### src/rtl/dmem_arb_pkg.sv
// Shared encodings for the data-memory port arbiter: FSM state codes, owner ids
// and the width of the DMA-fairness credit counter.
package dmem_arb_pkg;

    localparam logic [1:0] ST_IDLE     = 2'd0;
    localparam logic [1:0] ST_CORE     = 2'd1;
    localparam logic [1:0] ST_DMA      = 2'd2;
    localparam logic [1:0] ST_DMA_LOCK = 2'd3;

    localparam logic OWN_CORE = 1'b0;
    localparam logic OWN_DMA  = 1'b1;

    // Wide enough for the largest burst limit (15).
    localparam int CREDIT_W = 4;

endpackage

### src/rtl/arb_credit_counter.sv
// Saturating count of consecutive core grants taken while the DMA port waits;
// at_limit tells the arbiter the DMA port must win the next contested cycle.
module arb_credit_counter
    import dmem_arb_pkg::*;
(
    input  logic                clk,
    input  logic                reset,
    input  logic                inc,
    input  logic                clr,
    input  logic [CREDIT_W-1:0] limit,
    output logic                at_limit
);

    logic [CREDIT_W-1:0] credit_q, credit_d;

    // NOTE: credit_d gets a default before any branch so no path leaves it unassigned (no latch).
    always_comb begin
        credit_d = credit_q;
        if (clr) begin
            credit_d = '0;
        end else if (inc && (credit_q < limit)) begin
            credit_d = credit_q + 1'b1;
        end
    end

    // NOTE: state registers use non-blocking assignments so every flop samples pre-edge values.
    always_ff @(posedge clk or negedge reset) begin
        if (!reset) begin
            credit_q <= '0;
        end else begin
            credit_q <= credit_d;
        end
    end

    assign at_limit = (credit_q == limit);

endmodule

### src/rtl/dmem_port_arbiter.sv
// Arbitrates the single data-memory port between the core load/store path and a
// DMA/debug loader. Optional statistics counters: define DMEM_ARB_STATS_EN.
module dmem_port_arbiter
    import dmem_arb_pkg::*;
#(
    parameter int AW        = 32,
    parameter int DW        = 32,
    parameter int MAX_BURST = 4
) (
    input  logic          clk,
    input  logic          reset,
    input  logic          core_req,
    input  logic          core_we,
    input  logic [AW-1:0] core_addr,
    input  logic [DW-1:0] core_wdata,
    output logic          core_stall,
    output logic          core_rvalid,
    output logic [DW-1:0] core_rdata,
    input  logic          dma_req,
    input  logic          dma_lock,
    input  logic          dma_we,
    input  logic [AW-1:0] dma_addr,
    input  logic [DW-1:0] dma_wdata,
    output logic          dma_gnt,
    output logic          dma_rvalid,
    output logic [DW-1:0] dma_rdata,
    output logic          mem_we,
    output logic [AW-1:0] mem_addr,
    output logic [DW-1:0] mem_wdata,
    input  logic [DW-1:0] mem_rdata
`ifdef DMEM_ARB_STATS_EN
    ,
    output logic [15:0]   stat_core_stalls,
    output logic [15:0]   stat_dma_grants
`endif
);

    localparam logic [CREDIT_W-1:0] BURST_LIMIT = CREDIT_W'(MAX_BURST);

    logic [1:0]    state_q, state_d;
    logic          owner;
    logic          core_win, dma_win;
    logic          credit_inc, credit_clr, at_limit;
    logic          core_rvalid_q, dma_rvalid_q;
    logic [DW-1:0] core_rdata_q, dma_rdata_q;

    arb_credit_counter u_credit (
        .clk      (clk),
        .reset    (reset),
        .inc      (credit_inc),
        .clr      (credit_clr),
        .limit    (BURST_LIMIT),
        .at_limit (at_limit)
    );

    always_comb begin
        state_d    = state_q;
        owner      = OWN_CORE;
        core_win   = 1'b0;
        dma_win    = 1'b0;
        credit_inc = 1'b0;
        credit_clr = 1'b0;
        if (state_q == ST_DMA_LOCK) begin
            owner      = OWN_DMA;
            dma_win    = dma_req;
            credit_clr = 1'b1;
            state_d    = dma_lock ? ST_DMA_LOCK : ST_IDLE;
        end else if (core_req && !(dma_req && at_limit)) begin
            core_win   = 1'b1;
            state_d    = ST_CORE;
            credit_inc = dma_req;
            credit_clr = !dma_req;
        end else if (dma_req) begin
            owner      = OWN_DMA;
            dma_win    = 1'b1;
            credit_clr = 1'b1;
            state_d    = dma_lock ? ST_DMA_LOCK : ST_DMA;
        end else begin
            state_d = ST_IDLE;
        end
    end

    // reset is active-low: while it is held every output is forced to 0 at once.
    assign core_stall = reset & core_req & ~core_win;
    assign dma_gnt    = reset & dma_win;
    assign mem_we     = reset & ((core_win & core_we) | (dma_win & dma_we));
    assign mem_addr   = !reset ? '0 : (owner == OWN_DMA) ? dma_addr : core_addr;
    assign mem_wdata  = !reset ? '0 : (owner == OWN_DMA) ? dma_wdata : core_wdata;

    always_ff @(posedge clk or negedge reset) begin
        if (!reset) begin
            state_q       <= ST_IDLE;
            core_rvalid_q <= 1'b0;
            dma_rvalid_q  <= 1'b0;
            core_rdata_q  <= '0;
            dma_rdata_q   <= '0;
        end else begin
            state_q       <= state_d;
            core_rvalid_q <= core_win & ~core_we;
            dma_rvalid_q  <= dma_win & ~dma_we;
            if (core_win && !core_we) core_rdata_q <= mem_rdata;
            if (dma_win && !dma_we)   dma_rdata_q  <= mem_rdata;
        end
    end

    assign core_rvalid = core_rvalid_q;
    assign core_rdata  = core_rdata_q;
    assign dma_rvalid  = dma_rvalid_q;
    assign dma_rdata   = dma_rdata_q;

`ifdef DMEM_ARB_STATS_EN
    logic [15:0] stall_cnt_q, gnt_cnt_q;

    always_ff @(posedge clk or negedge reset) begin
        if (!reset) begin
            stall_cnt_q <= '0;
            gnt_cnt_q   <= '0;
        end else begin
            if (core_stall && (stall_cnt_q != 16'hFFFF)) stall_cnt_q <= stall_cnt_q + 16'd1;
            if (dma_gnt && (gnt_cnt_q != 16'hFFFF))      gnt_cnt_q   <= gnt_cnt_q + 16'd1;
        end
    end

    assign stat_core_stalls = stall_cnt_q;
    assign stat_dma_grants  = gnt_cnt_q;
`endif

endmodule

### config.mk
export PLATFORM = sky130hd
export DESIGN_NAME = dmem_port_arbiter
export DESIGN_NICKNAME = d
export VERILOG_FILES = /design/src/rtl/dmem_arb_pkg.sv /design/src/rtl/arb_credit_counter.sv /design/src/rtl/dmem_port_arbiter.sv
export SDC_FILE = /design/constraint.sdc
export NUM_CORES = 1
export LEC_CHECK = 0
export CORE_AREA = 3 3 116 118
export CTS_BUF_LIST = sky130_fd_sc_hd__clkbuf_8
export DETAILED_ROUTE_END_ITERATION = 8
export DIE_AREA = 0 0 119 121
export PLACE_DENSITY = 0.75
export SETUP_SLACK_MARGIN = 0.15
export SLEW_MARGIN = 30
export SYNTH_ARGS = -nofsm -noshare
export SYNTH_HDL_FRONTEND = slang
export SYNTH_SLANG_ARGS = --single-unit
### constraint.sdc
create_clock -name clk -period 4.15 [get_ports clk]
set_clock_uncertainty 0.2 [all_clocks]
set_input_delay 0.83 -clock clk [delete_from_list [all_inputs] [get_ports clk]]
set_output_delay 0.83 -clock clk [all_outputs]
set_load 0.005 [all_outputs]
Word level (Yosys, flattened, before mapping) --
Index checks and enable logic that the tools add are counted.
Operators by class: add/sub/neg operators 1, magnitude comparators 1, equality and inequality tests 2, mux-type cells 21, bitwise operators 12, reduce and logical (&&, ||, !) cells 10
Operators with widths (count):
- $mux 32 | 4
- $mux 1 | 11
- $and 1x1->1 | 8
- $mux 2 | 4
- $mux 4 | 2
- $logic_and 1x1->1 | 5
- $add 4x1->4 const B | 1
- $eq 4x3->1 const B | 1
- $logic_not 1->1 | 4
- $lt 4x3->1 const B | 1
- $not 1->1 | 3
- $eq 2x2->1 const B | 1
- $reduce_bool 2->1 | 1
- $or 1x1->1 | 1
Word-level totals: flip-flop bits (word level) 72, bits of input ports 167, output and inout bits 133, word-level logic and storage cells 53

Logic depth before layout (Yosys ltp) --
Gate-level depths: netlist (run 1).
depth in word-level cells 9, mapped depth 10, depth with buffers taken out 9

By module --
Synthesis (run 1) repeated with hierarchy kept, for this count alone.
Second synthesis, totals: cells, all modules 411, area, all modules 4038.9 um^2
Modules (own cells, without submodules):
- dmem_port_arbiter | times used 1, cells an instance 377, area an instance 3722.3 um^2, seq. area each 1701.6 um^2
- arb_credit_counter | times used 1, cells an instance 34, area an instance 316.6 um^2, seq. area each 100.1 um^2

Worst setup path after synthesis (run 1) --
No wires, ideal clock.
path type input to output, from input dma_req, to output mem_addr[10], arrival 2.058 ns, required time 3.120 ns, setup slack 1.062 ns, cell stages on the path 8, path buffers 2, path through nand4b_1 nand2_1 ha_1 a21oi_2 buf_2 buf_2 nand2_1 a21boi_0
Between the ends: longest elaborated chain between the ends 7, elaborated cells on any way between the ends 8, those cells by class mux: 5; reduce/logical: 3
Ends and longest elaborated chain:
- from (decl) | line dmem_port_arbiter.sv:19 | input logic dma_req,
- $logic_and 1x1->1 | line dmem_port_arbiter.sv:68 | end else if (core_req && !(dma_req && at_limit)) begin
- $logic_not 1->1 | line dmem_port_arbiter.sv:68
- $logic_and 1x1->1 | line dmem_port_arbiter.sv:68
- $mux 1 (*) | line dmem_port_arbiter.sv:68
- $mux 1 (*) | line dmem_port_arbiter.sv:63 | if (state_q == ST_DMA_LOCK) begin
- $mux 32 (*) (2 in series) | line dmem_port_arbiter.sv:87 | assign mem_addr = !reset ? '0 : (owner == OWN_DMA) ? dma_addr : core_addr;
- to (decl) | line dmem_port_arbiter.sv:28 | output logic [AW-1:0] mem_addr,
Every way passes the cells marked *; elsewhere a longest branch is shown, timed or not.

Final worst setup path (run 1) --
from input dma_req, to output mem_addr[29]
Same word-level chain as after synthesis.

==> metrics, run 1 <==
Worst slew margin=67.3%; most common cell after layout, fill and taps aside=clkdlybuf4s50_1; multi-input logic area=0.00195 mm²; post-synthesis async set-or-reset flop share=100%; total number of vias=4093; area growth from synthesis to layout=94.5%; Syn Inst Count=391; initial antenna violation count=0; Clock transition at path regs=0.08 ns; number of fill cells=1049; average wire per standard cell=18.4 µm; core footprint=0.0126 mm²; fin cells=881; CTS Buf Count=9; Die Width=119 µm; Detailed Place HPWL=12600 µm; Seq cells post-synth=72; measured slew at the worst slew-check pin=0.490 ns; H-tree levels=3; sequential element share of the synthesized area=46.5%; Slew Viols, Final=0; fmax=0.256 GHz; startpoint types=input port; Fin. Hold Viols=0; syn nets=562; gr usage total=22.0%; vias in the first global route=4305; critical path's slowest cell=clkdlybuf4s50_1; sequential standard cell area=0.00180 mm²; clk sinks=72; unique cell type count in the Yosys netlist=25; crit-path max FO=15; status=finished, final reports clean; Arrival @ worst endpoint=2.88 ns; Worst-Skew Late Latency=0.34 ns; cell area after synthesis=0.00388 mm²; worst hold path class=flop to flop; WP data required=3.12 ns; port bufs=299; final core occ=60.0%; RSZ-0062 raised after global routing=no; Rows=41; WL final=16200 µm; drc violations=0; PwrDens=357 mW/mm²; Synth Warn #=0; Post-synth EDFFs=0; slowest stage delay, CP=0.52 ns; DR vias/cell=4.65; IO Count=300; dpl cells=859; max cap viols=0; crit-path cells=dlygate4sd2_1, nand4b_1, nand2_2, ha_4, a21oi_4, buf_12, bufbuf_16, nand2_1, a21boi_2, clkdlybuf4s50_1; share of cells above drive strength 1=16.2%; dominant cells by area after synthesis=dfrtp_1 46%, mux2_2 18%, nand2_1 13%; ys flop type=dfrtp_1; most frequent cells in the layout=295 x clkdlybuf4s50_1, 131 x nand2_1, 72 x dfrtp_1; first-pass iteration count of the detailed router=4; initial core utilization=30.9%; Static Leak=3.14 nW; post-synth top area cell=dfrtp_1; ANT cells=0; drt first-iter violations=213; total die area=0.0144 mm²; Clock Path Buffers=2; pin count of the biggest net entering global routing=48; mean area per synthesized cell=9.92 µm²; Root Buffer=clkbuf_8; Die H=121 µm; Non-Filler Cell Area, Final=0.00754 mm²; Min Clock Period, post-route=3.91 ns; placed inst area=0.00720 mm²; Nets=875; grt ovf=0; # setup viols final=0; cells on worst reg2reg path=11; critical path capture point type=output pin; hold path depth=1; CTS tree=built; number of routed nets with antenna violations=0; top cell type's share of synthesized area=46.5%; first-pass GRT wire length=24700 µm; RePlAce Congestion=0.963; Worst IR Drop VDD=0.000267 V; critical path class=input port to output pin; Final Cycle Share=94.3%
-- what timing repair did --
action                     4_1_cts  5_1_grt
hold endpoints to repair         0        0
gates resized for setup         15        2
setup endpoints to repair       63        2
buffers inserted                 3        0
gates cloned                     3        0
hold buffers                     0        0
pin swaps                        3        0
-- synthesized netlist by cell type, types with 3 or more instances --
library cell,instances
a21boi_0,64
buf_2,11
buf_4,3
buf_6,3
clkbuf_1,10
dfrtp_1,72
ha_1,4
inv_1,6
mux2_2,62
nand2_1,132
nor2_1,4
o21ai_0,3
-- worst paths after layout --
path / start / to / slack [ns]
worst max-delay path: dma_req / mem_addr[29] / 0.24
worst min-delay path: dma_rdata[7] / dma_rdata[7] / 0.29
worst max register to register: u_credit.credit_q[0] / dma_rdata[28] / 1.38
worst min register to register: dma_rdata[7] / dma_rdata[7] / 0.29
max in group asynchronous: reset / dma_rdata[9] / 2.99
min in group asynchronous: reset / dma_rdata[28] / 0.32
-- worst max-delay path: cells and delay by family --
family | cells | cell delay, ns
buffers and inverters | 4 | 1.22
AND/OR/NAND/NOR | 3 | 0.32
AO/OA/AOI/OAI | 2 | 0.32
adder cells (fa/ha/maj) | 1 | 0.18
-- logic make-up after synthesis --
logic type                 Yosys count  share of synthesized area (%)
and+or+nand+nor                    142                           14.3
muxes                               65                           18.8
buffers and inverters               33                           4.42
AOI/OAI and AO/OA                   74                           14.5
xor gates and xnor gates             1                          0.226
adders and majority gates            4                           1.29
DFF                                 72                           46.5
-- area by class of cell --
type / instances / share of cell area [%]
Timing Repair Buffer: 329 / 44.7
Multi-Input combinational cell: 286 / 25.8
Sequential cell: 72 / 23.9
Tap cell: 172 / 2.85
Clock buffer: 9 / 1.64
Clock inverter: 7 / 0.846
Inverter: 6 / 0.299
-- power by group --
part / switching, mW / leakage, nW / internal (mW)
Clock: 0.260 / 0.102 / 0.273
Combinational: 0.396 / 2.18 / 0.792
Sequential: 0.0945 / 0.857 / 0.874
-- per-stage QoR --
step | hold WS [ns] | worst slack [ns] | setup TNS, ns | total power, mW
3_5_place_dp | 0.284 | -0.166 | -0.550 | 2.13
4_1_cts | 0.297 | 0.236 | 0 | 2.73
6_report | 0.291 | 0.237 | 0 | 2.69
5_1_grt | 0.304 | 0.151 | 0 | 2.85
3_3_place_gp | 0.270 | -0.163 | -0.455 | 2.10
2_1_floorplan | 0.283 | 1.06 | 0 | 1.33
-- routing by layer --
layer  share of wire (%)  wire [µm]  global-route usage (%)
met5                   0          0                       0
met1                  39       6250                    25.3
met2                  51       8250                    38.5
met4                 1.6        267                    6.81
met3                 8.8       1420                    7.74
-- flip-flops by register name, indices dropped and copies added, names as in the netlist --
| signal | cells |
|---|---|
| core_rdata | 32 |
| dma_rdata | 32 |
| u_credit.credit_q | 4 |
| state_q | 2 |
| core_rvalid | 1 |
| dma_rvalid | 1 |
Note: power is estimated with default switching activity, not from simulation.
==> inputs of run 2 (changes only) <==
--- a/config.mk
+++ b/config.mk
@@ -5,11 +5,12 @@
 export SDC_FILE = /design/constraint.sdc
 export NUM_CORES = 1
 export LEC_CHECK = 0
-export CORE_AREA = 3 3 116 118
+export CORE_ASPECT_RATIO = 1.75
+export CORE_MARGIN = 3
+export CORE_UTILIZATION = 31
 export CTS_BUF_LIST = sky130_fd_sc_hd__clkbuf_8
 export DETAILED_ROUTE_END_ITERATION = 8
-export DIE_AREA = 0 0 119 121
-export PLACE_DENSITY = 0.75
+export PLACE_DENSITY = 0.78
 export SETUP_SLACK_MARGIN = 0.15
 export SLEW_MARGIN = 30
 export SYNTH_ARGS = -nofsm -noshare
==> constraint.sdc (replaced) <==
create_clock -name clk -period 3.6 [get_ports clk]
set_clock_uncertainty 0.2 [all_clocks]
set_input_delay 0.72 -clock clk [delete_from_list [all_inputs] [get_ports clk]]
set_output_delay 0.72 -clock clk [all_outputs]
set_load 0.005 [all_outputs]
==> run 2 against run 1 <==
  * Sequential power increased by 16%
  * Non-clock buffer count increased by 7
  * Critical path type unchanged
  * Setup slack got worse by 0.081 ns
  * Hold slack got worse by 0.24 ns
  * Core utilization increased by 1.3 points
  * Clock power increased by 31%
  * Flip-flop and latch count unchanged
  * Critical path depth increased by 2
  * Register-to-register slack got worse by 0.59 ns
  * Die area decreased by 3.2%
==> metrics, run 2 (same netlist as run 1, synthesis figures left out) <==
total number of vias=4208 (was 4093); fin cells=881 (unchanged); max cap viols=0 (unchanged); Static Leak=3.31 nW (was 3.14 nW); number of routed nets with antenna violations=0 (unchanged); RSZ-0062 raised after global routing=yes (was no); gr usage total=25.4% (was 22.0%); Slew Viols, Final=0 (unchanged); average wire per standard cell=20.1 µm (was 18.4 µm); ANT cells=0 (unchanged); grt ovf=0 (unchanged); RePlAce Congestion=0.893 (was 0.963); Critical path buffers and inverters=6 (was 4); vias in the first global route=4739 (was 4305); Fin. Hold Viols=0 (unchanged); Die H=154 µm (was 121 µm); placed inst area=0.00719 mm² (was 0.00720 mm²); share of cells above drive strength 1=25.0% (was 16.2%); first-pass iteration count of the detailed router=5 (was 4); CTS tree=built (unchanged); crit-path max FO=5 (was 15); most common cell after layout, fill and taps aside=clkdlybuf4s50_1 (unchanged); Arrival @ worst endpoint=2.52 ns (was 2.88 ns); critical path capture point type=output pin (unchanged); slowest stage delay, CP=0.24 ns (was 0.52 ns); Crit path max-delay family=buffers and inverters (unchanged); dpl cells=848 (was 859); core footprint=0.0121 mm² (was 0.0126 mm²); port bufs=299 (unchanged); crit-path cells=dlygate4sd2_1, nand4b_1, nand2_2, ha_4, a21oi_4, buf_6, buf_6, buf_12, nand2_1, a21boi_2, buf_4, dlygate4sd2_1 (was dlygate4sd2_1, nand4b_1, nand2_2, ha_4, a21oi_4, buf_12, bufbuf_16, nand2_1, a21boi_2, clkdlybuf4s50_1); startpoint types=input port (unchanged); Min Clock Period, post-route=3.44 ns; measured slew at the worst slew-check pin=0.490 ns (about the same); Worst IR Drop VDD=0.000470 V (was 0.000267 V); Clock transition at path regs=0.08 ns (about the same); critical path class=input port to output pin (unchanged); drt first-iter violations=166 (was 213); Rows=53 (was 41); IO Count=300 (unchanged); Nets=882 (was 875); critical path's slowest cell=dlygate4sd2_1 (was clkdlybuf4s50_1); initial core utilization=32.0% (was 30.9%); # setup viols final=0 (unchanged); most frequent cells in the layout=231 x clkdlybuf4s50_1, 131 x nand2_1, 72 x dfrtp_1 (was 295 x clkdlybuf4s50_1, 131 x nand2_1, 72 x dfrtp_1); initial antenna violation count=0 (unchanged); CTS Buf Count=9 (unchanged); WL final=17700 µm (was 16200 µm); Non-Filler Cell Area, Final=0.00744 mm² (was 0.00754 mm²); first-pass GRT wire length=27200 µm (was 24700 µm); Worst-Skew Late Latency=0.35 ns (was 0.34 ns); # hold bufs at CTS=0 (unchanged); Root Buffer=clkbuf_8 (unchanged); Final Cycle Share=95.7%; Detailed Place HPWL=13500 µm (was 12600 µm); clk sinks=72 (unchanged); worst hold path class=input port to async pin (was flop to flop); drc violations=0 (unchanged); Clock Path Buffers=2 (unchanged); H-tree levels=3 (unchanged); pin count of the biggest net entering global routing=51 (was 48); total die area=0.0139 mm² (was 0.0144 mm²); sum of negative setup slack=0 ns (unchanged); Die Width=90.6 µm (was 119 µm); Worst slew margin=67.2% (was 67.3%); status=finished, final reports clean (unchanged); fmax=0.290 GHz; DR vias/cell=4.78 (was 4.65); area growth from synthesis to layout=91.8% (was 94.5%); PwrDens=430 mW/mm² (was 357 mW/mm²); WP data required=2.68 ns (was 3.12 ns)
==> run 2: per-stage QoR <==
| stage | util [%] | total power [mW] | setup slack [ns] | hold slack [ns] |
|---|---|---|---|---|
| global route | 61.3 | 3.37 | 0.0249 | 0.0420 |
| CTS | 62.4 | 3.24 | 0.120 | 0.0407 |
| global placement | 59.2 | 2.44 | -0.501 | 0.267 |
| floorplan | - | 1.54 | 0.732 | 0.224 |
| detailed placement | 59.2 | 2.47 | -0.458 | 0.288 |
| finish | 61.3 | 3.20 | 0.156 | 0.0527 |
==> run 2: repair_timing <==
item	in CTS	in global routing
setup endpoints to repair	66	56
gates resized for setup	125	125
pin swaps	3	4
buffers inserted	9	3
gates cloned	5	0
==> run 2: routing by layer <==
metal	global-route usage (%)	share of wire, %
met5	0	0
met4	8.40	2.5
met3	17.4	16
met2	40.6	46
met1	26.6	35
==> run 2: where the power goes <==
group / switching [mW] / total, mW / internal, mW
combinational: 0.496 / 1.38 / 0.883
sequential: 0.113 / 1.12 / 1.01
clock: 0.308 / 0.699 / 0.391
==> run 2: cell type report <==
type | instances | area [µm²]
timing repair buffer | 336 | 3230
sequential | 72 | 1800
fill | 1030 | 4690
tap | 165 | 206
multi-input combinational | 286 | 1960
clock buffer | 9 | 124
inverter | 6 | 22.5
clock inverter | 7 | 95.1
==> run 2: worst paths after layout <==
path                                            from             to  slack [ns]  depth (start not counted)
worst max-delay path                         dma_req  mem_wdata[27]        0.16                         12
worst min-delay path                           reset  core_rdata[3]        0.05                          1
worst max register to register  u_credit.credit_q[0]   dma_rdata[9]        0.79                         13
worst min register to register          dma_rdata[7]   dma_rdata[7]        0.30                          1
max in group asynchronous                      reset   dma_rdata[8]        2.34                          3
min in group clk                        dma_rdata[7]   dma_rdata[7]        0.30                          1
==> inputs of run 3 (changes only) <==
--- a/config.mk
+++ b/config.mk
@@ -5,13 +5,16 @@
 export SDC_FILE = /design/constraint.sdc
 export NUM_CORES = 1
 export LEC_CHECK = 0
+export CAP_MARGIN = 40
 export CORE_ASPECT_RATIO = 1.75
 export CORE_MARGIN = 3
 export CORE_UTILIZATION = 31
 export CTS_BUF_LIST = sky130_fd_sc_hd__clkbuf_8
 export DETAILED_ROUTE_END_ITERATION = 8
+export HOLD_SLACK_MARGIN = 0.06
 export PLACE_DENSITY = 0.78
 export SETUP_SLACK_MARGIN = 0.15
+export SKIP_CTS_REPAIR_TIMING = 1
 export SLEW_MARGIN = 30
 export SYNTH_ARGS = -nofsm -noshare
 export SYNTH_HDL_FRONTEND = slang
==> run 3 against run 2 <==
  * Via count fell by 1.2%
  * Maximum frequency is 2.6% higher
  * Global-route usage shrank 1.4 points
  * Design area grew 3.0%
  * Die area did not move
  * Cell count down 0.79%
  * Combinational power is essentially flat
  * Core utilization up 1.9 points
  * Sequential share of layout area shrank 0.71 points
  * Clock-buffer cell count unchanged
  * Flip-flop and latch count unchanged
  * Largest cell class unchanged
  * Register-to-register slack gained 0.04 ns
==> metrics, run 3 (same netlist as run 1, synthesis figures left out) <==
max cap viols=0 (unchanged); Worst slew margin=66.9% (was 67.2%); ANT cells=0 (unchanged); RePlAce Congestion=0.893 (unchanged); most frequent cells in the layout=230 x clkdlybuf4s50_1, 131 x nand2_1, 72 x dfrtp_1 (was 231 x clkdlybuf4s50_1, 131 x nand2_1, 72 x dfrtp_1); Fin. Hold Viols=0 (unchanged); fmax=0.298 GHz (was 0.290 GHz); Arrival @ worst endpoint=2.44 ns (was 2.52 ns); critical path capture point type=output pin (unchanged); drt first-iter violations=131 (was 166); startpoint types=flop (was input port); grt ovf=0 (unchanged); WL final=17500 µm (was 17700 µm); final core occ=63.2% (was 61.3%); Worst IR Drop VDD=0.000470 V (about the same); pin count of the biggest net entering global routing=51 (unchanged); GRT Max-Usage Layer=met2 (unchanged); total die area=0.0139 mm² (unchanged); Final Cycle Share=93.2% (was 95.7%); first-pass iteration count of the detailed router=4 (was 5); status=finished, final reports clean (unchanged); IO Count=300 (unchanged); Detailed Place HPWL=13500 µm (unchanged); Root Buffer=clkbuf_8 (unchanged); multi-input logic area=0.00196 mm² (about the same); met3 usage in global routing=17.6% (was 17.4%); total number of vias=4156 (was 4208); crit-path max FO=14 (was 5); most common cell after layout, fill and taps aside=clkdlybuf4s50_1 (unchanged); Slew Viols, Final=0 (unchanged); area growth from synthesis to layout=97.6% (was 91.8%); PwrDens=416 mW/mm² (was 430 mW/mm²); Nets=875 (was 882); met1 global-route usage=25.9% (was 26.6%); sequential standard cell area=0.00180 mm² (unchanged); Die Width=90.6 µm (unchanged); measured slew at the worst slew-check pin=0.496 ns (was 0.490 ns); average wire per standard cell=20.0 µm (was 20.1 µm); tightest hold margin=0.0812 ns (was 0.0527 ns); Die H=154 µm (unchanged); Static Leak=3.90 nW (was 3.31 nW); port bufs=299 (unchanged); Worst-Skew Late Latency=0.35 ns (about the same); Rows=53 (unchanged); first-pass GRT wire length=25800 µm (was 27200 µm); worst hold path class=input port to async pin (unchanged); cells on worst reg2reg path=12 (was 13); H-tree levels=3 (unchanged); number of routed nets with antenna violations=0 (unchanged); initial core utilization=32.0% (unchanged); met2 usage=37.2% (was 40.6%); Clock transition at path regs=0.07 ns (was 0.08 ns); CTS Buf Count=9 (unchanged); Min Clock Period, post-route=3.36 ns (was 3.44 ns); WP data required=2.68 ns (about the same); CTS tree=built (unchanged); critical path class=flop to output pin (was input port to output pin); vias in the first global route=4529 (was 4739); Clock Path Buffers=2 (unchanged); share of cells above drive strength 1=19.3% (was 25.0%); number of fill cells=1005 (was 1030); RSZ-0062 raised after global routing=no (was yes); clk sinks=72 (unchanged); core footprint=0.0121 mm² (unchanged); drc violations=0 (unchanged); DR vias/cell=4.76 (was 4.78); gr usage total=24.0% (was 25.4%); # setup viols final=0 (unchanged); initial antenna violation count=0 (unchanged)
## run 3: per-layer routing
layer | vias to the layer above | share of wire (%) | wire [µm]
met5 | - | 0 | 0
met4 | 0 | 1.6 | 276
met3 | 21 | 16 | 2870
met2 | 245 | 47 | 8240
met1 | 1958 | 35 | 6120
li1 | 1932 | - | -
## run 3: worst paths after layout
kind | start | slack (ns) | end
min in group clk | dma_rdata[7] | 0.30 | dma_rdata[7]
worst max-delay path | u_credit.credit_q[0] | 0.24 | mem_wdata[29]
worst min register to register | dma_rdata[7] | 0.30 | dma_rdata[7]
worst max register to register | u_credit.credit_q[0] | 0.83 | dma_rdata[9]
worst min-delay path | reset | 0.08 | core_rdata[6]
max in group asynchronous | reset | 2.30 | core_rdata[3]
## run 3: cell type report
type | instances | area share [%]
Clock buffer | 9 | 1.62
Clock inverter | 7 | 1.24
Inverter | 6 | 0.294
Multi-Input combinational cell | 286 | 25.6
Sequential cell | 72 | 23.5
Tap cell | 165 | 2.69
Timing Repair Buffer | 329 | 45.1
## run 3: worst max-delay path, cell delays in order, from the launching register on
cell,delay (ns)
dfrtp_1,0.42
inv_1,0.07
ha_2,0.15
nand4b_1,0.15
nand2_2,0.12
ha_4,0.16
a21o_4,0.14
buf_12,0.16
buf_4,0.12
buf_4,0.10
nand2_1,0.05
a21boi_1,0.25
clkbuf_2,0.20
## run 3: stage by stage
stage	std cells	TNS [ns]	area [µm²]	total power, mW	setup WS [ns]
finish	874	0	7670	3.19	0.244
global route	874	0	7670	3.36	0.144
CTS	864	-16.33	7400	3.19	-0.474
detailed placement	848	-15.47	7190	2.47	-0.458
global placement	848	-14.39	7190	2.44	-0.501
floorplan	391	0	3880	1.54	0.732
## run 3: where the power goes
part	internal (mW)	switching [mW]	total, mW
Clock	0.391	0.306	0.696
Combinational	0.885	0.483	1.37
Sequential	1.01	0.114	1.12
Total	2.28	0.903	3.19
